<file path="config.mk">
export PLATFORM = sky130hd
export DESIGN_NAME = fifo_byte_packer
export DESIGN_NICKNAME = d
export VERILOG_FILES = /design/src/rtl/fifo_byte_packer.sv
export SDC_FILE = /design/constraint.sdc
export NUM_CORES = 1
export LEC_CHECK = 0
export BUFFER_PORTS_ARGS = -buffer_cell sky130_fd_sc_hd__buf_2
export CAP_MARGIN = 10
export CORE_ASPECT_RATIO = 0.8
export CORE_UTILIZATION = 54
export CTS_CLUSTER_SIZE = 12
export DETAILED_ROUTE_END_ITERATION = 16
export PLACE_DENSITY = 0.9
export SYNTH_ARGS = -nofsm -noshare
export SYNTH_HDL_FRONTEND = slang
export SYNTH_SLANG_ARGS = --single-unit
</file>
<file path="constraint.sdc">
create_clock -name clk -period 3 [get_ports clk]
set_input_delay 0.6 -clock clk [delete_from_list [all_inputs] [get_ports clk]]
set_output_delay 0.6 -clock clk [all_outputs]
set_load 0.1 [all_outputs]
</file>
<file path="src/rtl/fifo_byte_packer.sv">
// Packs IN_WIDTH-bit FIFO entries little-endian into BYTES_PER_WORD-lane words on a valid/ready port.
// Optional idle-timeout auto-flush is enabled by defining PACKER_TIMEOUT_FLUSH_EN.
module fifo_byte_packer #(
    parameter int IN_WIDTH       = 8,
    parameter int BYTES_PER_WORD = 4,
    parameter int TIMEOUT        = 16
) (
    input  logic                                clk,
    input  logic                                rst,
    input  logic [IN_WIDTH-1:0]                 inData,
    input  logic                                inAvail,
    output logic                                inTake,
    input  logic                                flush,
    output logic [IN_WIDTH*BYTES_PER_WORD-1:0]  outData,
    output logic [$clog2(BYTES_PER_WORD):0]     outCount,
    output logic                                outValid,
    input  logic                                outReady,
    output logic                                busy
);

    localparam int IDX_W = $clog2(BYTES_PER_WORD);
    localparam int CNT_W = $clog2(BYTES_PER_WORD) + 1;
    localparam logic [IDX_W-1:0] LAST_IDX = IDX_W'(BYTES_PER_WORD - 1);

    typedef enum logic {FILL, HOLD} state_t;

    state_t           state;
    logic [IDX_W-1:0] idx;
    logic             accept;
    logic             do_flush;
    logic             timeout_flush;

    assign inTake   = inAvail && (state == FILL) && !rst;
    assign accept   = inAvail && inTake;
    assign do_flush = flush || timeout_flush;
    assign busy     = (idx != '0) || outValid;

`ifdef PACKER_TIMEOUT_FLUSH_EN
    localparam int IDLE_W = $clog2(TIMEOUT + 1);

    logic [IDLE_W-1:0] idle_cnt;

    // Firing on the TIMEOUT-th idle edge itself makes the word appear exactly TIMEOUT cycles after the last accept.
    assign timeout_flush = (state == FILL) && (idx != '0) && !accept && !flush
                           && (idle_cnt == IDLE_W'(TIMEOUT - 1));

    always_ff @(posedge clk) begin
        if (rst || state != FILL || accept || flush || idx == '0 || timeout_flush)
            idle_cnt <= '0;
        else
            idle_cnt <= idle_cnt + IDLE_W'(1);
    end
`else
    assign timeout_flush = 1'b0;
`endif

    always_ff @(posedge clk) begin
        if (rst) begin
            state    <= FILL;
            idx      <= '0;
            outValid <= 1'b0;
            outData  <= '0;
            outCount <= '0;
        end else begin
            case (state)
                FILL: begin
                    if (accept)
                        outData[idx*IN_WIDTH +: IN_WIDTH] <= inData;
                    if (accept && idx == LAST_IDX) begin
                        state    <= HOLD;
                        outValid <= 1'b1;
                        outCount <= CNT_W'(BYTES_PER_WORD);
                        idx      <= '0;
                    end else if (do_flush && (accept || idx != '0)) begin
                        // A byte accepted on the flush edge belongs to the flushed word.
                        state    <= HOLD;
                        outValid <= 1'b1;
                        outCount <= accept ? CNT_W'(idx) + CNT_W'(1) : CNT_W'(idx);
                        idx      <= '0;
                    end else if (accept) begin
                        idx <= idx + IDX_W'(1);
                    end
                end
                HOLD: begin
                    if (outReady) begin
                        state    <= FILL;
                        outValid <= 1'b0;
                        outData  <= '0;
                        outCount <= '0;
                    end
                end
                default: state <= FILL;
            endcase
        end
    end

endmodule

</file>
==> run_results.csv <==
group,metric,value,unit
run_status,status,"complete, no violations",
layout,drive_gt1_share,26.40,%
worst_setup_path,criticalPathCategory,"reg -> out",
yosys,synth_nets,218,
worst_setup_path,cp-end-kind,"output pin",
job,cap_violations,0,
sta,skew,0.006561,ns
sta,final.setup.tns,0,ns
pwr,combinationalPowerShare,17.3,%
yosys,syn_inst,200,
pwr,ir_worst_vdd,0.4284,mV
clocking,cts_max_level,2,
clocking,cts.sinks,39,
pwr,powerDensity,552.9,mW/mm2
placement,portBuffers,50,
sta,rsz0062_at_grt,"no",
yosys,synth_top_area_share,47.27,%
layout,nets,267,
pwr,intPower,0.0007780,W
floorplanning,die_y,51.47,um
routing,antenna_left,0,
yosys,synth_top_area_cell,"dfxtp_1",
pwr,power.leakage,0.8603,nW
worst_setup_path,cp_cell_sequence,"inv_1 > ha_1 > nand2b_1 > buf_2",
pwr,power_switching_share,30.40,%
worst_setup_path,cp.required,2.40,ns
sta,finalSetupViolations,0,
pwr,switching_power,0.0003399,W
floorplanning,coreArea,0.002829,mm2
clocking,cts_hold_buffers,0,
routing,wl,3920,um
routing,wl_per_cell,13.61,um
routing,firstDrtPassIters,4,
routing,drtIter0Drc,85,
floorplanning,rows,17,
floorplanning,pin_count,51,
yosys,synth_area_per_cell,8.258,um2
sta,worst_slew_pin_slew,0.7177,ns
placement,place_congestion,0.8653,
sta,max_clock_freq,0.4297,GHz
yosys,synthFlopType,"dfxtp_1",
global_routing,antenna_found_initial,0,
global_routing,grt_pass1_wl,6423,um
clocking,cts_tree,"built",
sta,post-route-worst-setup-slack,0.6725,ns
clocking,cts_resized,0,
worst_setup_path,critPathLaunchType,"register",
yosys,synth.cell_area,0.001652,mm2
global_routing,grt-ovfl-total,0,
routing,vias_per_cell,5.514,
sta,hold_viol,0,
floorplanning,die_area,0.003285,mm2
floorplanning,die_w,63.83,um
clocking,clock_latency,0.30,ns
routing,num_vias,1588,
clocking,cts_setup_buffers,0,
layout,antennaDiodeCount,0,
clocking,cts_made_buffers,5,
worst_setup_path,max_stage_delay,0.50,ns
pwr,clkPwrFrac,34.6,%
global_routing,grt_max_degree,40,
sta,slew_headroom,51.75,%
worst_setup_path,crit_family,"buffers and inverters",
yosys,synth_edf_count,0,
yosys,synth_commonest_cells,"a21oi_1 (39), dfxtp_1 (39), nand2_1 (37)",
floorplanning,start_util,58.38,%
layout,syn_to_final_growth,22.42,%
worst_setup_path,crit_fanout,8,
placement,dp_slack,0.8896,ns
yosys,ys_async_sr_fraction,0,%
yosys,ys_types,28,
routing,post-route-drc-count,0,
pwr,seq_power_share,48.1,%
global_routing,grt_use_total,26.20,%
yosys,ys_seq_area_share,47.27,%
sta,post-route-min-period,2.327,ns
sta,slew_violations,0,
placement,dpl.hpwl,2723,um
yosys,synth_seq_cells,39,
worst_setup_path,crit_buf_inv,2,
global_routing,grt_pass1_vias,1346,
yosys,synth_area_leaders,"dfxtp_1 (47%), a21oi_1 (12%), nand3_1 (9.7%), nand2_1 (8.4%), ha_1 (3.8%)",
hold_path,hold_class,"reg -> reg",
clocking,cts.path.max_buffers,2,
worst_setup_path,slowest_stage,"dfxtp_1",
clocking,cts_root_buffer,"clkbuf_8",
yosys,ys_warn_count,0,
clocking,clkTransAtPathRegs,0.07,ns
sta,post-route-period-util,77.58,%
worst_setup_path,cp_data_arrival_time,1.73,ns
==> per-stage QoR <==
| stage | hold slack [ns] | instances | utilization [%] | instance area [um2] | total power (W) |
|---|---|---|---|---|---|
| 3_3_place_gp | 0.4392 | 280 | 67.93 | 1922 | 0.0007377 |
| 5_1_grt | 0.4721 | 288 | 71.47 | 2022 | 0.001148 |
| 2_1_floorplan | 0.4938 | 200 | - | 1652 | 0.0006987 |
| 4_1_cts | 0.4503 | 288 | 71.47 | 2022 | 0.001120 |
| 3_5_place_dp | 0.4408 | 280 | 67.93 | 1922 | 0.0007416 |
| 6_report | 0.4503 | 288 | 71.47 | 2022 | 0.001118 |
==> cell families (layout without fill, tap and decap cells) <==
kind of cell    count (synthesis)  in the layout  share of synthesized area [%]
flops                          39             39                          47.27
mux                             1              1                         0.6818
fa+ha+maj                       5              5                          3.788
compound gates                 52             52                          17.80
buf+inv                        15             65                          3.712
simple gates                   88             88                          26.74
==> per-layer routing <==
metal / track usage (%) / routed length (um) / vias to the layer above
li1: - / - / 797
met1: 35.59 / 1835 / 728
met2: 39.72 / 1751 / 55
met3: 5.580 / 268 / 8
met4: 12.12 / 65 / 0
met5: 0 / 0 / -
==> power groups by stage <==
stage          Sequential (W)  Clock [W]  Combinational [W]
2_1_floorplan        0.000608          0          0.0000903
3_3_place_gp         0.000549          0           0.000188
3_5_place_dp         0.000550          0           0.000192
4_1_cts              0.000538   0.000390           0.000192
5_1_grt              0.000539   0.000403           0.000205
6_report             0.000538   0.000387           0.000193
==> worst register-to-register path: stages, from the launching register on <==
cell and delay [ns]:
dfxtp_1 0.50, inv_1 0.16, ha_1 0.47, nand2_1 0.10, nor4_2 0.55, nand3_1 0.18
a21oi_1 0.15
==> final timing paths <==
path	start	cells after the start	end	slack, ns
setup / recovery	idx[0]	4	busy	0.67
hold / removal	outData[10]	2	outData[10]	0.45
setup reg to reg	idx[0]	6	outData[20]	0.83
hold reg to reg	outData[10]	2	outData[10]	0.45
==> registers in the layout (all words and copies together) (netlist names) <==
| signal | flops |
|---|---|
| outData | 32 |
| outCount | 3 |
| idx | 2 |
| outValid | 1 |
| state | 1 |
==> layout make-up <==
type,count,area (um2)
clock buffers,8,100.1
fillers,235,807.0
inverters,5,18.77
multi-input cells,146,809.5
flip-flops and latches,39,780.7
well taps,38,47.55
repair buffers,52,265.3
==> placed cells by master, fill, tap and decap left out, types with 2 or more instances in the layout <==
cell type,instances
buf_2,50
a21oi_1,39
dfxtp_1,39
nand2_1,37
nand3_1,32
clkbuf_8,7
inv_1,5
nor2_1,5
ha_1,5
nand2b_1,4
a21o_1,4
and2_1,2
o41ai_1,2
nor3_1,2
buf_4,2
(Power assumes the default switching activity.)
